File: src/rtl/obj_track_arb.sv
// Debounces N_CH sensor lines, locks onto one object (fixed-priority or round-robin pick) and rides out short drop-outs.
// Latency: 2 sync + DEB_CYCLES debounce + 1 FSM edge to lock; registered outputs, no backpressure (pulses are single-cycle).
module obj_track_arb #(
  parameter  int N_CH        = 3,
  parameter  int DEB_CYCLES  = 4,
  parameter  int HOLD_CYCLES = 8,
  localparam int ID_W        = ($clog2(N_CH) < 1) ? 1 : $clog2(N_CH)
) (
  input  logic            clk,
  input  logic            reset_n,
  input  logic            enable,
  input  logic            rr_mode,
  input  logic [N_CH-1:0] sensor_in,
  output logic [N_CH-1:0] det_stable,
  output logic            obj_valid,
  output logic [N_CH-1:0] obj_onehot,
  output logic [ID_W-1:0] obj_id,
  output logic            new_obj,
  output logic            lost_obj
);

  localparam int CW = $clog2(DEB_CYCLES + 1);
  localparam int HW = (HOLD_CYCLES < 1) ? 1 : $clog2(HOLD_CYCLES + 1);
  localparam logic [CW-1:0] DEB_LAST = CW'(DEB_CYCLES - 1);
  localparam logic [HW-1:0] HOLD_LD  = HW'(HOLD_CYCLES);

  typedef enum logic [1:0] {IDLE, TRACK, HOLD} state_t;

  logic [N_CH-1:0] sync1, sync2, det_q;
  logic [CW-1:0]   deb_cnt [N_CH];

  always_ff @(posedge clk or negedge reset_n) begin
    if (!reset_n) begin
      sync1 <= '0;
      sync2 <= '0;
      det_q <= '0;
      for (int i = 0; i < N_CH; i++) deb_cnt[i] <= '0;
    end else begin
      sync1 <= sensor_in;
      sync2 <= sync1;
      for (int i = 0; i < N_CH; i++) begin
        if (sync2[i] != det_q[i]) begin
          if (deb_cnt[i] == DEB_LAST) begin
            det_q[i]   <= ~det_q[i];
            deb_cnt[i] <= '0;
          end else begin
            deb_cnt[i] <= deb_cnt[i] + CW'(1);
          end
        end else begin
          deb_cnt[i] <= '0;
        end
      end
    end
  end

  state_t          state, state_n;
  logic [ID_W-1:0] cur_id, cur_n, last_id, last_n;
  logic [HW-1:0]   hold_cnt, hold_n;
  logic            valid_q, valid_n, new_q, new_n, lost_q, lost_n;
  logic [ID_W-1:0] id_q, id_n;
  logic [N_CH-1:0] onehot_q, onehot_n;
  logic [ID_W-1:0] win_fix, win_hi, winner;
  logic            found_hi;

  // Round-robin: lowest set index above last_id, else wrap to the lowest set index.
  always_comb begin
    win_fix  = '0;
    win_hi   = '0;
    found_hi = 1'b0;
    for (int i = N_CH - 1; i >= 0; i--) begin
      if (det_q[i]) win_fix = ID_W'(i);
      if (det_q[i] && (ID_W'(i) > last_id)) begin
        win_hi   = ID_W'(i);
        found_hi = 1'b1;
      end
    end
    winner = (rr_mode && found_hi) ? win_hi : win_fix;
  end

  always_comb begin
    state_n = state;
    cur_n   = cur_id;
    last_n  = last_id;
    hold_n  = hold_cnt;
    new_n   = 1'b0;
    lost_n  = 1'b0;
    case (state)
      IDLE: begin
        if (enable && (|det_q)) begin
          state_n = TRACK;
          cur_n   = winner;
          last_n  = winner;
          new_n   = 1'b1;
        end
      end
      TRACK: begin
        if (!enable) begin
          state_n = IDLE;
          lost_n  = 1'b1;
        end else if (!det_q[cur_id]) begin
          if (HOLD_CYCLES > 0) begin
            state_n = HOLD;
            hold_n  = HOLD_LD;
          end else begin
            state_n = IDLE;
            lost_n  = 1'b1;
          end
        end
      end
      HOLD: begin
        // Reassertion is checked before expiry so it wins a tie.
        if (!enable) begin
          state_n = IDLE;
          lost_n  = 1'b1;
        end else if (det_q[cur_id]) begin
          state_n = TRACK;
        end else if (hold_cnt <= HW'(1)) begin
          state_n = IDLE;
          lost_n  = 1'b1;
        end else begin
          hold_n = hold_cnt - HW'(1);
        end
      end
      default: state_n = IDLE;
    endcase
    valid_n  = (state_n != IDLE);
    id_n     = valid_n ? cur_n : '0;
    onehot_n = valid_n ? (N_CH'(1) << cur_n) : '0;
  end

  always_ff @(posedge clk or negedge reset_n) begin
    if (!reset_n) begin
      state    <= IDLE;
      cur_id   <= '0;
      last_id  <= ID_W'(N_CH - 1);
      hold_cnt <= '0;
      valid_q  <= 1'b0;
      id_q     <= '0;
      onehot_q <= '0;
      new_q    <= 1'b0;
      lost_q   <= 1'b0;
    end else begin
      state    <= state_n;
      cur_id   <= cur_n;
      last_id  <= last_n;
      hold_cnt <= hold_n;
      valid_q  <= valid_n;
      id_q     <= id_n;
      onehot_q <= onehot_n;
      new_q    <= new_n;
      lost_q   <= lost_n;
    end
  end

  assign det_stable = det_q;
  assign obj_valid  = valid_q;
  assign obj_id     = id_q;
  assign obj_onehot = onehot_q;
  assign new_obj    = new_q;
  assign lost_obj   = lost_q;

endmodule

File: config.mk
export PLATFORM = sky130hd
export DESIGN_NAME = obj_track_arb
export DESIGN_NICKNAME = d
export VERILOG_FILES = /design/src/rtl/obj_track_arb.sv
export SDC_FILE = /design/constraint.sdc
export NUM_CORES = 1
export LEC_CHECK = 0
export ABC_CLOCK_PERIOD_IN_PS = 3630
export BUFFER_PORTS_ARGS = -buffer_cell sky130_fd_sc_hd__buf_2
export CORE_MARGIN = 1
export CORE_UTILIZATION = 50
export DETAILED_ROUTE_END_ITERATION = 10
export HOLD_SLACK_MARGIN = 0.1
export MAX_ROUTING_LAYER = met4
export PLACE_DENSITY_LB_ADDON = 0.08
export SLEW_MARGIN = 5
export SYNTH_ARGS = -nofsm -noshare
export SYNTH_HDL_FRONTEND = slang
export SYNTH_SLANG_ARGS = --single-unit
File: constraint.sdc
create_clock -name clk -period 3.63 [get_ports clk]
set_input_delay 0.1815 -clock clk [delete_from_list [all_inputs] [get_ports clk]]
set_output_delay 0.1815 -clock clk [all_outputs]
set_load 0.02 [all_outputs]
==> flow_summary.ini <==
[synth]
ys_types = 35
synth_nets = 153
synth_edf_count = 0
ys_ff_latch = 36
postSynthAreaPerCell_sq_um = 11.7
syn_inst = 137
async_flop_share_pct = 100
yosys_warnings = 0
ys_seq_area_share_pct = 56.3
synth_flop_cell = dfrtp_1
netlist_area_sq_um = 1600

[die]
core-area_sq_um = 3050
ioPinCount = 18
rows = 20
initial_core_util_pct = 52.5
die_width_microns = 58.6
die_h_microns = 58.6
die_area_sq_um = 3430

[routing]
wl_per_cell_microns = 12.7
vias_per_cell = 5.23
ant_nets = 0
firstDrtPassIters = 4
drt_iter0_drc = 28
wl_mm = 2.63
num_vias = 1082
drc = 0

[clock_network]
cts_hold_buf = 4
cts_buffers = 5
cts_resized = 0
path_clk_slew_ps = 100
clk_latency_ps = 330
cts_max_level = 2
cts_buffer_depth = 2
cts-root-buf = clkbuf_4
cts_setup_buffers = 0
cts.sinks = 36
cts_tree = yes

[timing]
hold_viol = 0
fin_skew_ps = 8.64
period_share_pct = 56.3
max_freq_mhz = 489
timing.final.ws_setup_ps = 1590
fin_setup_tns_ps = 0
slew-limit-headroom_pct = 50.0
setup_violations = 0
finalMaxSlewViolations = 0
rsz0062_at_grt = no
worst_pin_slew_ps = 750
layout_min_cycle_time_ps = 2040

[setup_path]
crit_path_start_kind = flop
critPathKind = flop to flop
required_ps = 3830
path_cells = inv_1, ha_1, nor2_1, o311ai_1, nand2b_1, a311oi_2, a211oi_1
slowest_delay_ps = 530
end_kind = flop
path_max_fanout = 7
cp.arrival_ps = 2240
critPathSlowestCell = a311oi_2

[grt]
grt_pass1_wl_mm = 4.51
grt_use_met2_pct = 30.7
first_global_vias = 1064
grt_use_met1_pct = 21.5
grt_busiest_layer = met2
use_met3_pct = 5.93
overflow = 0
grt_util_all_layers_pct = 18.9
grt_max_degree = 37
antenna_found_initial = 0

[job]
maxCapViolCount = 0

[cells_and_area]
final_cell_mix = 35 x dfrtp_1, 17 x buf_2, 11 x nand2_1
post-route-util_pct = 60.2
drive_above_1_share_pct = 22.7
area_growth_pct = 14.8
fin_nets = 179
final_common_cell = dfrtp_1
diodes = 0

[place]
gp_congestion = 0.850
place_hpwl_mm = 1.95
pre_cts_ws_ps = 1620
port-buffer-count = 17

[pwr]
p_leak_nw = 0.882
vdd.ir_drop.worst_uv = 421
p_per_area_nw_per_um2 = 842

[min_path]
min_path_type = input port to flop

[status]
outcome = complete, no violations
cell usage after synthesis (3+ instances only):
master    count  area [sq um]
a211oi_1      3          22.5
a21oi_1       4          20.0
a22o_1        3          26.3
dfrtp_1      35           876
ha_1          9           113
inv_1         9          33.8
mux2_2        3          33.8
nand2_1      11          41.3
nand3_1       5          25.0
nor2_1        4          15.0
nor2b_1       4          25.0
nor3_1        5          25.0
nor3b_1       6          45.0
o211ai_1      3          22.5
o21ai_0       3          15.0
o22ai_1       3          18.8
xnor2_1       3          26.3
critical path, delay by kind of cell (launching register included):
family / cells / cell delay, ps
AO/OA/AOI/OAI: 3 / 1010
buffers and inverters: 1 / 90
AND/OR/NAND/NOR: 2 / 180
flip-flops: 1 / 430
adder cells (fa/ha/maj): 1 / 180
metal layers:
| layer | up-vias | wire (microns) |
|---|---|---|
| li1 | 534 | - |
| met1 | 522 | 1190 |
| met2 | 20 | 1280 |
| met3 | 6 | 113 |
| met4 | 0 | 46 |
| met5 | - | 0 |
worst paths after layout:
path                              from             to  slack, ps  cells after the start
min in group asynchronous      reset_n      obj_valid        450                      2
max                        hold_cnt[0]  obj_onehot[2]       1590                      7
max reg2reg                hold_cnt[0]  obj_onehot[2]       1590                      7
min reg2reg                   sync1[0]       sync2[0]        370                      0
min                             enable    hold_cnt[3]        220                      3
max in group asynchronous      reset_n     deb_cnt[7]       2690                      2
final cells by class:
cell class,count,area [sq um]
tap,44,55.1
clock buffer,7,65.1
timing repair buffer,21,125
fill,280,1210
multi-input combinational,88,649
inverter,11,41.3
sequential,36,902
state kept, by name, summed over array words and instances, names as in the netlist:
name and flops:
obj_onehot 3, sync2 3, det_stable 3, new_obj 1
lost_obj 1, deb_cnt 9, obj_id 2, sync1 3
cur_id 2, last_id 2, state 2, hold_cnt 4
obj_valid 1
power breakdown:
group          internal [mW]  total, mW  switching, mW
clock                  0.110      0.234          0.124
combinational          0.279      0.664          0.386
sequential             0.537      0.649          0.112
logic make-up (layout without fill, tap and decap cells):
family          count (synthesis)  in the layout  share of synthesized area, %
mux                             5              5                          3.36
fa+ha+maj                       9              9                          7.03
simple gates                   45             45                          16.4
xor+xnor                        3              3                          1.64
flops                          36             36                          56.3
buf+inv                        13             39                          3.12
compound gates                 26             26                          12.1
through the flow:
stage                     area [sq um]  instances  hold slack (ps)  power (mW)
after floorplan                   1600        137             -114        1.15
after global placement            1730        196              291        1.29
after detailed placement          1730        196              291        1.33
after CTS                         1840        207              210        1.56
after global routing              1840        207              226        1.68
final                             1840        207              216        1.55
Note: power is estimated with default switching activity, not from simulation.
